## src/rtl/seg_scan_scheduler.sv

```systemverilog
// Multiplexed 8-digit 7-segment scan scheduler: blank guard + PWM on-time per slot, frame-latched data.
// Optional build macro SEG_LEADING_ZERO_BLANK_EN blanks leading zero digits (digit 0 always shown).
module seg_scan_scheduler #(
    parameter int TICK_DIV    = 390,
    parameter int BLANK_TICKS = 2
) (
    input  logic        clk,
    input  logic        reset,
    input  logic        enable,
    input  logic [31:0] digits_in,
    input  logic [7:0]  dp_in,
    input  logic [3:0]  brightness,
    output logic [6:0]  seg_n,
    output logic        dp_n,
    output logic [7:0]  an_n,
    output logic [2:0]  digit_sel,
    output logic        frame_start
);

    localparam int               PRE_W    = (TICK_DIV > 1) ? $clog2(TICK_DIV) : 1;
    localparam logic [PRE_W-1:0] PRE_MAX  = PRE_W'(TICK_DIV - 1);
    localparam logic [4:0]       BLANK_5  = 5'(BLANK_TICKS);
    // The final sub-tick of every slot is kept dark so the next slot's glyph load
    // never coincides with an anode edge.
    localparam logic [4:0]       ON_LIMIT = 5'(15 - BLANK_TICKS);

    typedef enum logic [1:0] {IDLE, BLANK, ON, OFF} state_t;

    state_t           state;
    state_t           state_next;
    logic [PRE_W-1:0] pre;
    logic [3:0]       phase;
    logic [4:0]       ph_next;

    logic [31:0] digits_lat;
    logic [7:0]  dp_lat;
    logic [3:0]  bright_lat;
    logic [7:0]  blank_lat;

    logic        tick;
    logic        slot_end;
    logic        slot_begin;
    logic        latch;
    logic [2:0]  digit_next;
    logic [2:0]  an_idx;
    logic [31:0] src_digits;
    logic [7:0]  src_dp;
    logic [3:0]  src_bright;
    logic [7:0]  src_blank;
    logic [7:0]  in_blank;
    logic [3:0]  load_nib;
    logic [6:0]  load_seg;
    logic        load_dp;

    function automatic logic [6:0] glyph(input logic [3:0] v);
        case (v)
            4'h0: return 7'b0000001;
            4'h1: return 7'b1001111;
            4'h2: return 7'b0010010;
            4'h3: return 7'b0000110;
            4'h4: return 7'b1001100;
            4'h5: return 7'b0100100;
            4'h6: return 7'b0100000;
            4'h7: return 7'b0001111;
            4'h8: return 7'b0000000;
            4'h9: return 7'b0000100;
            4'hA: return 7'b0001000;
            4'hB: return 7'b1100000;
            4'hC: return 7'b0110001;
            4'hD: return 7'b1000010;
            4'hE: return 7'b0110000;
            default: return 7'b0111000;
        endcase
    endfunction

    // Digit k (k>=1) is blank when it and every higher digit are zero.
    function automatic logic [7:0] leading_blank(input logic [31:0] d);
        logic       run;
        logic [7:0] m;
        run = 1'b1;
        m   = '0;
        for (int k = 7; k >= 1; k--) begin
            run  = run && (d[4*k +: 4] == 4'd0);
            m[k] = run;
        end
        return m;
    endfunction

    function automatic state_t slot_state(input logic [4:0] ph, input logic [3:0] br);
        logic [4:0] on_t;
        on_t = ({1'b0, br} < ON_LIMIT) ? {1'b0, br} : ON_LIMIT;
        if (ph < BLANK_5)             return BLANK;
        else if (ph < BLANK_5 + on_t) return ON;
        else                          return OFF;
    endfunction

    // NOTE: every always_comb output gets a value on every path, so no latch is inferred.
    always_comb begin
        tick       = (state != IDLE) && (pre == PRE_MAX);
        slot_end   = tick && (phase == 4'd15);
        slot_begin = (state == IDLE) || slot_end;
        digit_next = (state == IDLE) ? 3'd0 : digit_sel + 3'd1;
        latch      = enable && ((state == IDLE) || (slot_end && digit_next == 3'd0));

`ifdef SEG_LEADING_ZERO_BLANK_EN
        in_blank = leading_blank(digits_in);
`else
        in_blank = 8'h00;
`endif

        // At a frame boundary the new inputs are shown directly while they are captured.
        src_digits = latch ? digits_in  : digits_lat;
        src_dp     = latch ? dp_in      : dp_lat;
        src_bright = latch ? brightness : bright_lat;
        src_blank  = latch ? in_blank   : blank_lat;

        load_nib = src_digits[{digit_next, 2'b00} +: 4];
        load_seg = src_blank[digit_next] ? 7'h7F : glyph(load_nib);
        load_dp  = src_blank[digit_next] | ~src_dp[digit_next];

        ph_next    = (state == IDLE) ? 5'd0 : {1'b0, phase + 4'd1};
        state_next = slot_state(ph_next, src_bright);
        an_idx     = slot_begin ? digit_next : digit_sel;
    end

    // NOTE: sequential state uses non-blocking assignments so all registers update from pre-edge values.
    always_ff @(posedge clk or posedge reset) begin
        if (reset) begin
            state       <= IDLE;
            pre         <= '0;
            phase       <= 4'd0;
            digit_sel   <= 3'd0;
            an_n        <= 8'hFF;
            seg_n       <= 7'h7F;
            dp_n        <= 1'b1;
            frame_start <= 1'b0;
            // NOTE: shadow registers are reset too, so no X can reach the pins after reset.
            digits_lat  <= '0;
            dp_lat      <= '0;
            bright_lat  <= '0;
            blank_lat   <= '0;
        end else if (!enable) begin
            state       <= IDLE;
            pre         <= '0;
            phase       <= 4'd0;
            digit_sel   <= 3'd0;
            an_n        <= 8'hFF;
            seg_n       <= 7'h7F;
            dp_n        <= 1'b1;
            frame_start <= 1'b0;
        end else begin
            frame_start <= latch;
            if (latch) begin
                digits_lat <= digits_in;
                dp_lat     <= dp_in;
                bright_lat <= brightness;
                blank_lat  <= in_blank;
            end

            if (state == IDLE || tick) begin
                state <= state_next;
                phase <= ph_next[3:0];
                pre   <= '0;
                an_n  <= (state_next == ON) ? ~(8'd1 << an_idx) : 8'hFF;
            end else begin
                pre <= pre + PRE_W'(1);
            end

            if (slot_begin) begin
                digit_sel <= digit_next;
                seg_n     <= load_seg;
                dp_n      <= load_dp;
            end
        end
    end

endmodule
```

## config.mk

```make
export PLATFORM = sky130hd
export DESIGN_NAME = seg_scan_scheduler
export DESIGN_NICKNAME = d
export VERILOG_FILES = /design/src/rtl/seg_scan_scheduler.sv
export SDC_FILE = /design/constraint.sdc
export NUM_CORES = 1
export LEC_CHECK = 0
export CAP_MARGIN = 20
export CORE_UTILIZATION = 45
export DETAILED_ROUTE_END_ITERATION = 12
export PLACE_DENSITY = 0.68
export SYNTH_ARGS = -nofsm -noshare
export SYNTH_HDL_FRONTEND = slang
export SYNTH_SLANG_ARGS = --single-unit
```

## constraint.sdc

```tcl
create_clock -name clk -period 9.7 [get_ports clk]
set_clock_uncertainty 0.2 [all_clocks]
set_input_delay 1.94 -clock clk [delete_from_list [all_inputs] [get_ports clk]]
set_output_delay 1.94 -clock clk [all_outputs]
set_load 0.005 [all_outputs]
```

==> results of run 1 <==
[metal layers]
metal | routed length [um] | GRT usage, %
met5 | 0 | 0
met4 | 136 | 6.83
met3 | 480 | 3.66
met2 | 4660 | 31.8
met1 | 5090 | 29.8
[worst max-delay path by stage]
stage / from / to / cells after the start
global placement: enable / an_n[5]$_DFFE_PP1P_ / 14
CTS: enable / an_n[2]$_DFFE_PP1P_ / 14
floorplan: enable / an_n[5]$_DFFE_PP1P_ / 14
finish: enable / an_n[2]$_DFFE_PP1P_ / 14
detailed placement: enable / an_n[2]$_DFFE_PP1P_ / 14
global route: enable / an_n[2]$_DFFE_PP1P_ / 14
[registers in the layout, indices dropped and copies added (netlist names)]
signal and count:
digits_lat 32, dp_lat 8, digit_sel 3, blank_lat 7, pre 9, phase 4
bright_lat 4, state 2, an_n 8, seg_n 7, dp_n 1, frame_start 1
[Yosys cell counts, types with 3 or more instances]
cell	n	area share, %
inv_1	12	0.98
a22oi_1	3	0.49
xnor2_1	8	1.5
nand4_1	7	0.96
nand2_1	32	2.6
clkbuf_1	9	0.74
a31oi_1	8	1.1
dfstp_2	16	9.2
o21ai_0	13	1.4
ha_1	13	3.5
o22a_1	9	1.7
buf_6	3	0.74
nor2b_1	8	1.1
mux2i_1	4	0.87
a21o_1	4	0.66
buf_2	6	0.66
o31ai_1	3	0.49
and2_1	3	0.41
a21boi_0	3	0.49
xor2_1	10	1.9
a221o_1	4	0.87
dfrtp_1	70	38
a21oi_1	11	1.2
mux2_2	42	10
or2_2	4	0.55
nand3_1	14	1.5
nor3_1	10	1.1
nor2_1	29	2.4
[logic make-up after synthesis]
kind of cell               Yosys count  share of synthesized area (%)
and+or+nand+nor                    132                           15.5
DFF                                 86                           47.4
AOI/OAI and AO/OA                   87                           15.4
muxes                               47                           11.5
buffers and inverters               31                           3.19
adders and majority gates           13                           3.55
xor gates and xnor gates            18                           3.44
[layout make-up]
class / count / share of cell area, %
inverter: 12 / 0.835
multi-input combinational: 297 / 40.8
clock buffer: 13 / 2.86
tap: 133 / 3.00
timing repair buffer: 71 / 12.9
clock inverter: 3 / 0.361
sequential: 86 / 39.2
[through the flow]
| step | cell area, um^2 | setup WS (ps) | hold slack [ps] |
|---|---|---|---|
| finish | 5550 | 4040 | 296 |
| global route | 5550 | 3700 | 308 |
| CTS | 5520 | 3990 | 302 |
| detailed placement | 5340 | 3640 | 285 |
| global placement | 5340 | 3790 | 277 |
| floorplan | 4580 | 4890 | 258 |
[where the power goes]
part | internal, mW | switching [mW]
clock network | 0.107 | 0.125
registers | 0.403 | 0.0199
logic | 0.0914 | 0.0838
total | 0.601 | 0.229
==> reports/metrics.cfg, run 1 <==
[cells_and_area]
fin_util_pct=56.5
antenna_cells=0
syn2layout_area_growth_pct=21.0
regArea_mm2=0.00217
final_cell_mix=dfrtp_1, clkdlybuf4s50_1, mux2_2
stdcell_count=615
final_common_cell=dfrtp_1
final.fill_count=919
drive_gt1_share_pct=22.0
multiInputGateArea_mm2=0.00226
fin_nets=537

[yosys]
synth_nets=474
yosysSeqAreaShare_pct=47.4
async_flop_share_pct=100
synth_flop_cell=dfrtp_1
synth-seq-cells=86
synth_warnings=0
yosysUniqueCellTypes=70
synth-edff-count=0
synthCells=414
syn-cell-area_mm2=0.00458
syn_avg_cell_area_um2=11.1

[die]
io_pins=67
rows=36
design.die.area_mm2=0.0106
die_h_um=103
initial_core_util_pct=46.7
die_w_um=103
core_mm2=0.00982

[power]
power.density_mw_per_mm2=150
total_power_mw=0.830
max-vdd-ir-drop_uv=69.0
leakage_nw=2.24

[detailed_routing]
wl_per_cell_um=16.9
viasPerCell=5.54
first_pass_iters=4
drc=0
via_count=3407
dr.first_iter.drc_count=160
antenna_left=0
routed_wl_um=10400

[critical_path]
required_ps=9780
crit_type=in -> reg
critPathCaptureType=flop
reg2regPathDepth=15
worst-path-buf-inv=3
worstReg2RegEnd=an_n[2]$_DFFE_PP1P_
r2r_slack_ps=4880
worstPathArrival_ps=5740
r2r_start=digit_sel[0]$_DFF_PP0_
max_stage_delay_ps=770
path_delay_family=buffers and inverters
slowest_stage=clkdlybuf4s50_1
crit_fanout=50
cp_common_cell=ha_1
crit_path_start_kind=input port
crit_chain=clkdlybuf4s50_1 -> inv_1 -> nor3_4 -> buf_4 -> a21o_1 -> a21boi_0 -> ha_1 -> xnor2_1 -> ha_1 -> a21oi_1 -> nand3_1 -> a31oi_4 -> nand3_2 -> o22a_1

[hold_path]
hp-start=dp_lat[6]$_DFFE_PP0P_
min_path_type=reg -> reg
holdPathStages=1
holdPathEnd=dp_lat[6]$_DFFE_PP0P_

[sta]
setup_viol=0
worst_slew_margin_rel_pct=46.4
rsz0062_at_grt=no
finalCriticalPeriod_ps=5660
finalSetupTns_ps=0
finalHoldViolCount=0
period_share_pct=58.4
max_freq_ghz=0.177
worst_slew_pin_slew_ps=798
drv_slew=0

[clocking]
clk_latency_ps=340
cts_tree=built
cts_resized=0
clock_sinks=86
post_cts_buffers=0
hold_buffers=0
path_clk_slew_ps=80
clockBufferDepth=2
clockRootBuffer=clkbuf_8
numCtsBuffers=9
htreeDepth=3

[global_routing]
grt_pass1_vias=3496
antenna_found_initial=0
grt_max_degree=87
grt_overflow=0
grt_pass1_wl_um=17000
track_usage_pct=20.8

[placed_design]
dp_hpwl_um=7350
place.port_buffers=66
finalWeightedCongestion=0.810
placed_cells=598

[outcome]
status=complete, no violations

[flow_run]
drv_cap=0

Note: power is estimated with default switching activity, not from simulation.
==> inputs of run 2 (changes only) <==
==> constraint.sdc (replaced) <==
create_clock -name clk -period 5.4 [get_ports clk]
set_clock_uncertainty 0.2 [all_clocks]
set_input_delay 1.08 -clock clk [delete_from_list [all_inputs] [get_ports clk]]
set_output_delay 1.08 -clock clk [all_outputs]
set_load 0.005 [all_outputs]
==> run 2 against run 1 <==
- count of clock-buffer cells in the layout did not move
- worst setup slack worse by 2900 ps
- sequential power is 80% higher
- hold slack gained 4.0 ps
- global-route usage rose by 0.081 points
- wire length fell by 1.4%
- largest cell class unchanged
- highest routed layer unchanged
==> reports/metrics.cfg, run 2 (synthesis gave the netlist of run 1 again) <==
[outcome]
status=complete, no violations  ; unchanged

[sta]
setup_viol=0  ; unchanged
finalSetupTns_ps=0  ; unchanged
worst_slew_margin_rel_pct=50.8  ; was 46.4%
finalHoldViolCount=0  ; unchanged
rsz0062_at_grt=no  ; unchanged
worst_slew_pin_slew_ps=736  ; was 798 ps
max_freq_ghz=0.234
period_share_pct=79.2
finalCriticalPeriod_ps=4280
drv_slew=0  ; unchanged

[critical_path]
crit_fanout=15  ; was 50
crit_path_start_kind=flop  ; was input port
r2r_start=digit_sel[0]$_DFF_PP0_  ; unchanged
critPathCaptureType=flop  ; unchanged
crit_type=reg -> reg  ; was in -> reg
reg2regPathDepth=15  ; unchanged
r2r_slack_ps=1120  ; was 4880 ps
worstReg2RegEnd=an_n[2]$_DFFE_PP1P_  ; unchanged
required_ps=5490  ; was 9780 ps
worstPathArrival_ps=4370  ; was 5740 ps

[hold_path]
min_path_type=reg -> reg  ; unchanged
hp-start=blank_lat[3]$_DFFE_PP0P_  ; was dp_lat[6]$_DFFE_PP0P_
holdPathEnd=blank_lat[3]$_DFFE_PP0P_  ; was dp_lat[6]$_DFFE_PP0P_
holdPathStages=1  ; unchanged

[global_routing]
grt_overflow=0  ; unchanged
grt_pass1_vias=3321  ; was 3,496
grt_pass1_wl_um=16600  ; was 17,000 um
grt_max_degree=63  ; was 87
antenna_found_initial=0  ; unchanged
track_usage_pct=20.8  ; about the same

[die]
initial_core_util_pct=46.7  ; unchanged
die_h_um=103  ; unchanged
design.die.area_mm2=0.0106  ; unchanged
core_mm2=0.00982  ; unchanged
io_pins=67  ; unchanged
die_w_um=103  ; unchanged
rows=36  ; unchanged

[placed_design]
finalWeightedCongestion=0.865  ; was 0.810
place.port_buffers=66  ; unchanged
dp_hpwl_um=7320  ; was 7350 um

[clocking]
htreeDepth=3  ; unchanged
cts_resized=0  ; unchanged
post_cts_buffers=0  ; unchanged
numCtsBuffers=9  ; unchanged
path_clk_slew_ps=80  ; about the same
clock_sinks=86  ; unchanged
clockBufferDepth=2  ; unchanged
clk_latency_ps=360  ; was 340 ps
hold_buffers=0  ; unchanged
cts_tree=built  ; unchanged
clockRootBuffer=clkbuf_8  ; unchanged

[cells_and_area]
largest_register_ffs=32  ; unchanged
drive_gt1_share_pct=22.3  ; was 22.0%
fin_util_pct=56.8  ; was 56.5%
final_cell_mix=dfrtp_1, clkdlybuf4s50_1, mux2_2  ; unchanged
multiInputGateArea_mm2=0.00226  ; unchanged
largestRegisters=digits_lat (32), pre (9)  ; unchanged
fin_nets=539  ; was 537
regArea_mm2=0.00217  ; unchanged
top_register=digits_lat  ; unchanged
final.fill_count=881  ; was 919
final_common_cell=dfrtp_1  ; unchanged
antenna_cells=0  ; unchanged
syn2layout_area_growth_pct=21.7  ; was 21.0%

[detailed_routing]
dr.first_iter.drc_count=143  ; was 160
viasPerCell=5.52  ; was 5.54
antenna_left=0  ; unchanged
drc=0  ; unchanged
routed_wl_um=10200  ; was 10,400 um
wl_per_cell_um=16.6  ; was 16.9 um
via_count=3403  ; was 3,407
first_pass_iters=4  ; unchanged

[power]
leakage_nw=2.26  ; was 2.24 nW
power.density_mw_per_mm2=276  ; was 150 mW/mm^2
max-vdd-ir-drop_uv=132  ; was 69.0 uV

[flow_run]
drv_cap=0  ; unchanged

-- run 2: cell types whose count changed in the layout (fill, tap and decap cells not counted), sizes merged --
cell      previous run  this run
buf                  5         7
bufinv               0         1
clkinvlp             2         1
-- run 2: layout make-up --
class | count | share of cell area [%]
Multi-Input combinational cell | 297 | 40.6
Clock inverter | 3 | 0.763
Clock buffer | 13 | 2.85
Timing Repair Buffer | 73 | 13.0
Tap cell | 133 | 2.98
Sequential cell | 86 | 38.9
Inverter | 12 | 0.830
-- run 2: routing by layer --
| layer | track usage [%] | part of all wire (%) |
|---|---|---|
| met4 | 8.34 | 1.6 |
| met1 | 29.7 | 49 |
| met5 | 0 | 0 |
| met2 | 31.6 | 45 |
| met3 | 3.46 | 4.6 |
-- run 2: where the power goes --
| group | total [mW] | leakage (nW) | switching [mW] | internal (mW) |
|---|---|---|---|---|
| Combinational | 0.314 | 1.11 | 0.150 | 0.164 |
| Clock | 0.466 | 0.0996 | 0.227 | 0.239 |
| Sequential | 0.760 | 1.05 | 0.0365 | 0.724 |
| Total | 1.54 | 2.26 | 0.414 | 1.13 |
-- run 2: worst max-delay path by stage --
stage                     slack [ps]                  end                   start  depth (start not counted)
after floorplan                 1260  an_n[5]$_DFFE_PP1P_        pre[1]$_DFF_PP0_                         17
after global placement           980  an_n[5]$_DFFE_PP1P_                  enable                         13
after detailed placement         950  an_n[3]$_DFFE_PP1P_                  enable                         13
after CTS                       1140  an_n[3]$_DFFE_PP1P_  digit_sel[0]$_DFF_PP0_                         15
after global routing             800  an_n[7]$_DFFE_PP1P_  digit_sel[0]$_DFF_PP0_                         15
final                           1120  an_n[2]$_DFFE_PP1P_  digit_sel[0]$_DFF_PP0_                         15
-- run 2: through the flow --
| stage | hold slack, ps | total power, mW | setup slack [ps] | instance area, um^2 | instances |
|---|---|---|---|---|---|
| floorplan | 258 | 0.979 | 1260 | 4580 | 414 |
| global placement | 274 | 1.08 | 985 | 5360 | 600 |
| detailed placement | 283 | 1.09 | 950 | 5360 | 600 |
| CTS | 305 | 1.55 | 1140 | 5560 | 616 |
| global route | 312 | 1.62 | 797 | 5580 | 617 |
| finish | 300 | 1.54 | 1120 | 5580 | 617 |
-- run 2: critical path, cell delays in order, from the launching register on --
cell      delay, ps
dfrtp_1         380
buf_4           210
ha_1            480
nor2b_1         290
a21oi_1         210
nor3_4          410
mux2_2          400
a21boi_0        130
ha_1            190
xnor2_1         130
ha_1            320
a21oi_1         140
nand3_1         130
a31oi_4         240
nand3_2         150
o22a_1          200
==> inputs of run 3 (changes only) <==
--- a/config.mk
+++ b/config.mk
@@ -8,7 +8,7 @@
 export CAP_MARGIN = 20
 export CORE_UTILIZATION = 45
 export DETAILED_ROUTE_END_ITERATION = 12
-export PLACE_DENSITY = 0.68
+export PLACE_DENSITY = 0.71
 export SYNTH_ARGS = -nofsm -noshare
 export SYNTH_HDL_FRONTEND = slang
 export SYNTH_SLANG_ARGS = --single-unit
==> constraint.sdc (replaced) <==
create_clock -name clk -period 3.4 [get_ports clk]
set_clock_uncertainty 0.2 [all_clocks]
set_input_delay 0.68 -clock clk [delete_from_list [all_inputs] [get_ports clk]]
set_output_delay 0.68 -clock clk [all_outputs]
set_load 0.005 [all_outputs]
==> run 3 against run 2 <==
- the run now ends with negative setup slack left
- count of clock-buffer cells in the layout decreased by 1
- largest power group unchanged
- register-to-register slack worse by 1400 ps
- final cell count increased by 11%
- total power grew 63%
- cell area grew 13%
- hold slack better by 0.96 ps
==> reports/metrics.cfg, run 3 (synthesis gave the netlist of run 1 again) <==
[cells_and_area]
top_register=digits_lat  ; unchanged
multiInputGateArea_mm2=0.00240  ; was 0.00226 mm^2
largestRegisters=digits_lat (32), pre (9)  ; unchanged
regArea_mm2=0.00217  ; unchanged
syn2layout_area_growth_pct=36.9  ; was 21.7%
fin_util_pct=63.9  ; was 56.8%
final.fill_count=792  ; was 881
final_common_cell=dfrtp_1  ; unchanged
drive_gt1_share_pct=35.3  ; was 22.3%
antenna_cells=0  ; unchanged
largest_register_ffs=32  ; unchanged
fin_nets=608  ; was 539
design_area_mm2=0.00627  ; was 0.00558 mm^2
final_cell_mix=dfrtp_1, buf_4, clkdlybuf4s50_1  ; was dfrtp_1, clkdlybuf4s50_1, mux2_2

[die]
initial_core_util_pct=46.7  ; unchanged
die_h_um=103  ; unchanged
design.die.area_mm2=0.0106  ; unchanged
die_w_um=103  ; unchanged
core_mm2=0.00982  ; unchanged
io_pins=67  ; unchanged
rows=36  ; unchanged

[critical_path]
worstPathArrival_ps=3780  ; was 4370 ps
crit_fanout=4  ; was 15
reg2regPathDepth=15  ; unchanged
crit_chain=inv_1 -> ha_1 -> or4b_4 -> o31a_1 -> nor3_4 -> mux2_4 -> a21boi_4 -> ha_4 -> xnor2_2 -> ha_1 -> a21oi_2 -> nand3_2 -> a31oi_4 -> nand3_2 -> o22a_1  ; was buf_4 -> ha_1 -> nor2b_1 -> a21oi_1 -> nor3_4 -> mux2_2 -> a21boi_0 -> ha_1 -> xnor2_1 -> ha_1 -> a21oi_1 -> nand3_1 -> a31oi_4 -> nand3_2 -> o22a_1
max_stage_delay_ps=460  ; was 480 ps
crit_type=reg -> reg  ; unchanged
required_ps=3490  ; was 5490 ps
slowest_stage=or4b_4  ; was ha_1
critPathCaptureType=flop  ; unchanged
crit_path_start_kind=flop  ; unchanged

[global_routing]
grt_pass1_wl_um=18000  ; was 16,600 um
antenna_found_initial=0  ; unchanged
grt_max_degree=42  ; was 63
grt_pass1_vias=3639  ; was 3,321
grt_overflow=0  ; unchanged
track_usage_pct=22.6  ; was 20.8%

[clocking]
hold_buffers=0  ; unchanged
cts_tree=built  ; unchanged
numCtsBuffers=9  ; unchanged
clock_sinks=86  ; unchanged
clockBufferDepth=2  ; unchanged
clockRootBuffer=clkbuf_8  ; unchanged
htreeDepth=3  ; unchanged
clk_latency_ps=360  ; about the same
path_clk_slew_ps=80  ; about the same

[detailed_routing]
via_count=3761  ; was 3,403
dr.first_iter.drc_count=149  ; was 143
wl_per_cell_um=17.4  ; was 16.6 um
drc=0  ; unchanged
routed_wl_um=11900  ; was 10,200 um
antenna_left=0  ; unchanged
viasPerCell=5.48  ; was 5.52
first_pass_iters=4  ; unchanged

[sta]
finalHoldViolCount=0  ; unchanged
finalHoldWorstSlack_ps=301  ; was 300 ps
period_share_pct=109  ; was 79.2%
setup_viol=10  ; was 0
rsz0062_at_grt=yes  ; was no
fin_ws_ps=-295  ; was 1120 ps
finalCriticalPeriod_ps=3690  ; was 4280 ps
max_freq_ghz=0.271  ; was 0.234 GHz
drv_slew=0  ; unchanged
worst_slew_margin_rel_pct=48.0  ; was 50.8%
worst_slew_pin_slew_ps=779  ; was 736 ps

[placed_design]
finalWeightedCongestion=0.872  ; was 0.865
pre_cts_ws_ps=-344  ; was 950 ps
place.port_buffers=66  ; unchanged
placed_area_mm2=0.00575  ; was 0.00536 mm^2
dp_hpwl_um=8220  ; was 7320 um

[power]
power.density_mw_per_mm2=401  ; was 276 mW/mm^2
max-vdd-ir-drop_uv=228  ; was 132 uV
total_power_mw=2.52  ; was 1.54 mW
leakage_nw=2.66  ; was 2.26 nW

[hold_path]
holdPathStages=1  ; unchanged
min_path_type=reg -> reg  ; unchanged

[flow_run]
drv_cap=0  ; unchanged

[outcome]
status=finished with violations  ; was complete, no violations
violations=negative setup slack

## run 3: cell count changes in the layout (fill, tap and decap cells not counted), sizes merged
cell / previous run / this run
clkinv: 2 / 4
bufinv: 1 / 0
bufbuf: 0 / 1
buf: 7 / 74
## run 3: metal layers
metal | vias up | global-route usage [%] | share of wire [%]
li1 | 1773 | - | -
met4 | 0 | 10.2 | 2.4
met2 | 113 | 34.6 | 47
met1 | 1853 | 30.1 | 44
met3 | 22 | 5.76 | 6.2
met5 | - | 0 | 0
## run 3: worst paths after layout
kind | start | to | slack, ps
setup / recovery | pre[1]$_DFF_PP0_ | an_n[3]$_DFFE_PP1P_ | -290
hold / removal | blank_lat[2]$_DFFE_PP0P_ | blank_lat[2]$_DFFE_PP0P_ | 300
hold reg to reg | blank_lat[2]$_DFFE_PP0P_ | blank_lat[2]$_DFFE_PP0P_ | 300
max in group asynchronous | reset | an_n[5]$_DFFE_PP1P_ | 1720
min in group asynchronous | reset | bright_lat[2]$_DFFE_PP0P_ | 540
setup reg to reg | pre[1]$_DFF_PP0_ | an_n[3]$_DFFE_PP1P_ | -290
## run 3: metrics by stage
| stage | std cells | setup TNS, ps |
|---|---|---|
| after CTS | 670 | -2220 |
| after detailed placement | 647 | -4150 |
| after global routing | 686 | -4660 |
| final | 686 | -2300 |
| after floorplan | 414 | -4720 |
| after global placement | 647 | -3600 |
## run 3: what timing repair did
item,CTS,global route
endpoints found under the hold margin,0,0
endpoints found under the setup margin,17,17
gates cloned,1,1
pin swaps,4,15
resized for setup,9,24
buffers inserted,7,15
## run 3: final cells by class
type	instances	share of cell area (%)
Tap cell	133	2.65
Multi-Input combinational cell	297	38.2
Clock buffer	12	2.31
Sequential cell	86	34.6
Inverter	12	0.738
Timing Repair Buffer	142	21.1
Clock inverter	4	0.359
## run 3: where the power goes
| part | internal [mW] | switching, mW |
|---|---|---|
| combinational | 0.363 | 0.287 |
| sequential | 1.15 | 0.0648 |
| clock | 0.283 | 0.370 |
| total | 1.79 | 0.722 |
## run 3: critical path, delay by kind of cell (launching register included)
family / cells / cell delay (ps)
XOR/XNOR: 1 / 130
buffers and inverters: 1 / 50
AND/OR/NAND/NOR: 4 / 910
AO/OA/AOI/OAI: 5 / 1020
adder cells (fa/ha/maj): 3 / 600
multiplexers: 1 / 330
flip-flops: 1 / 380
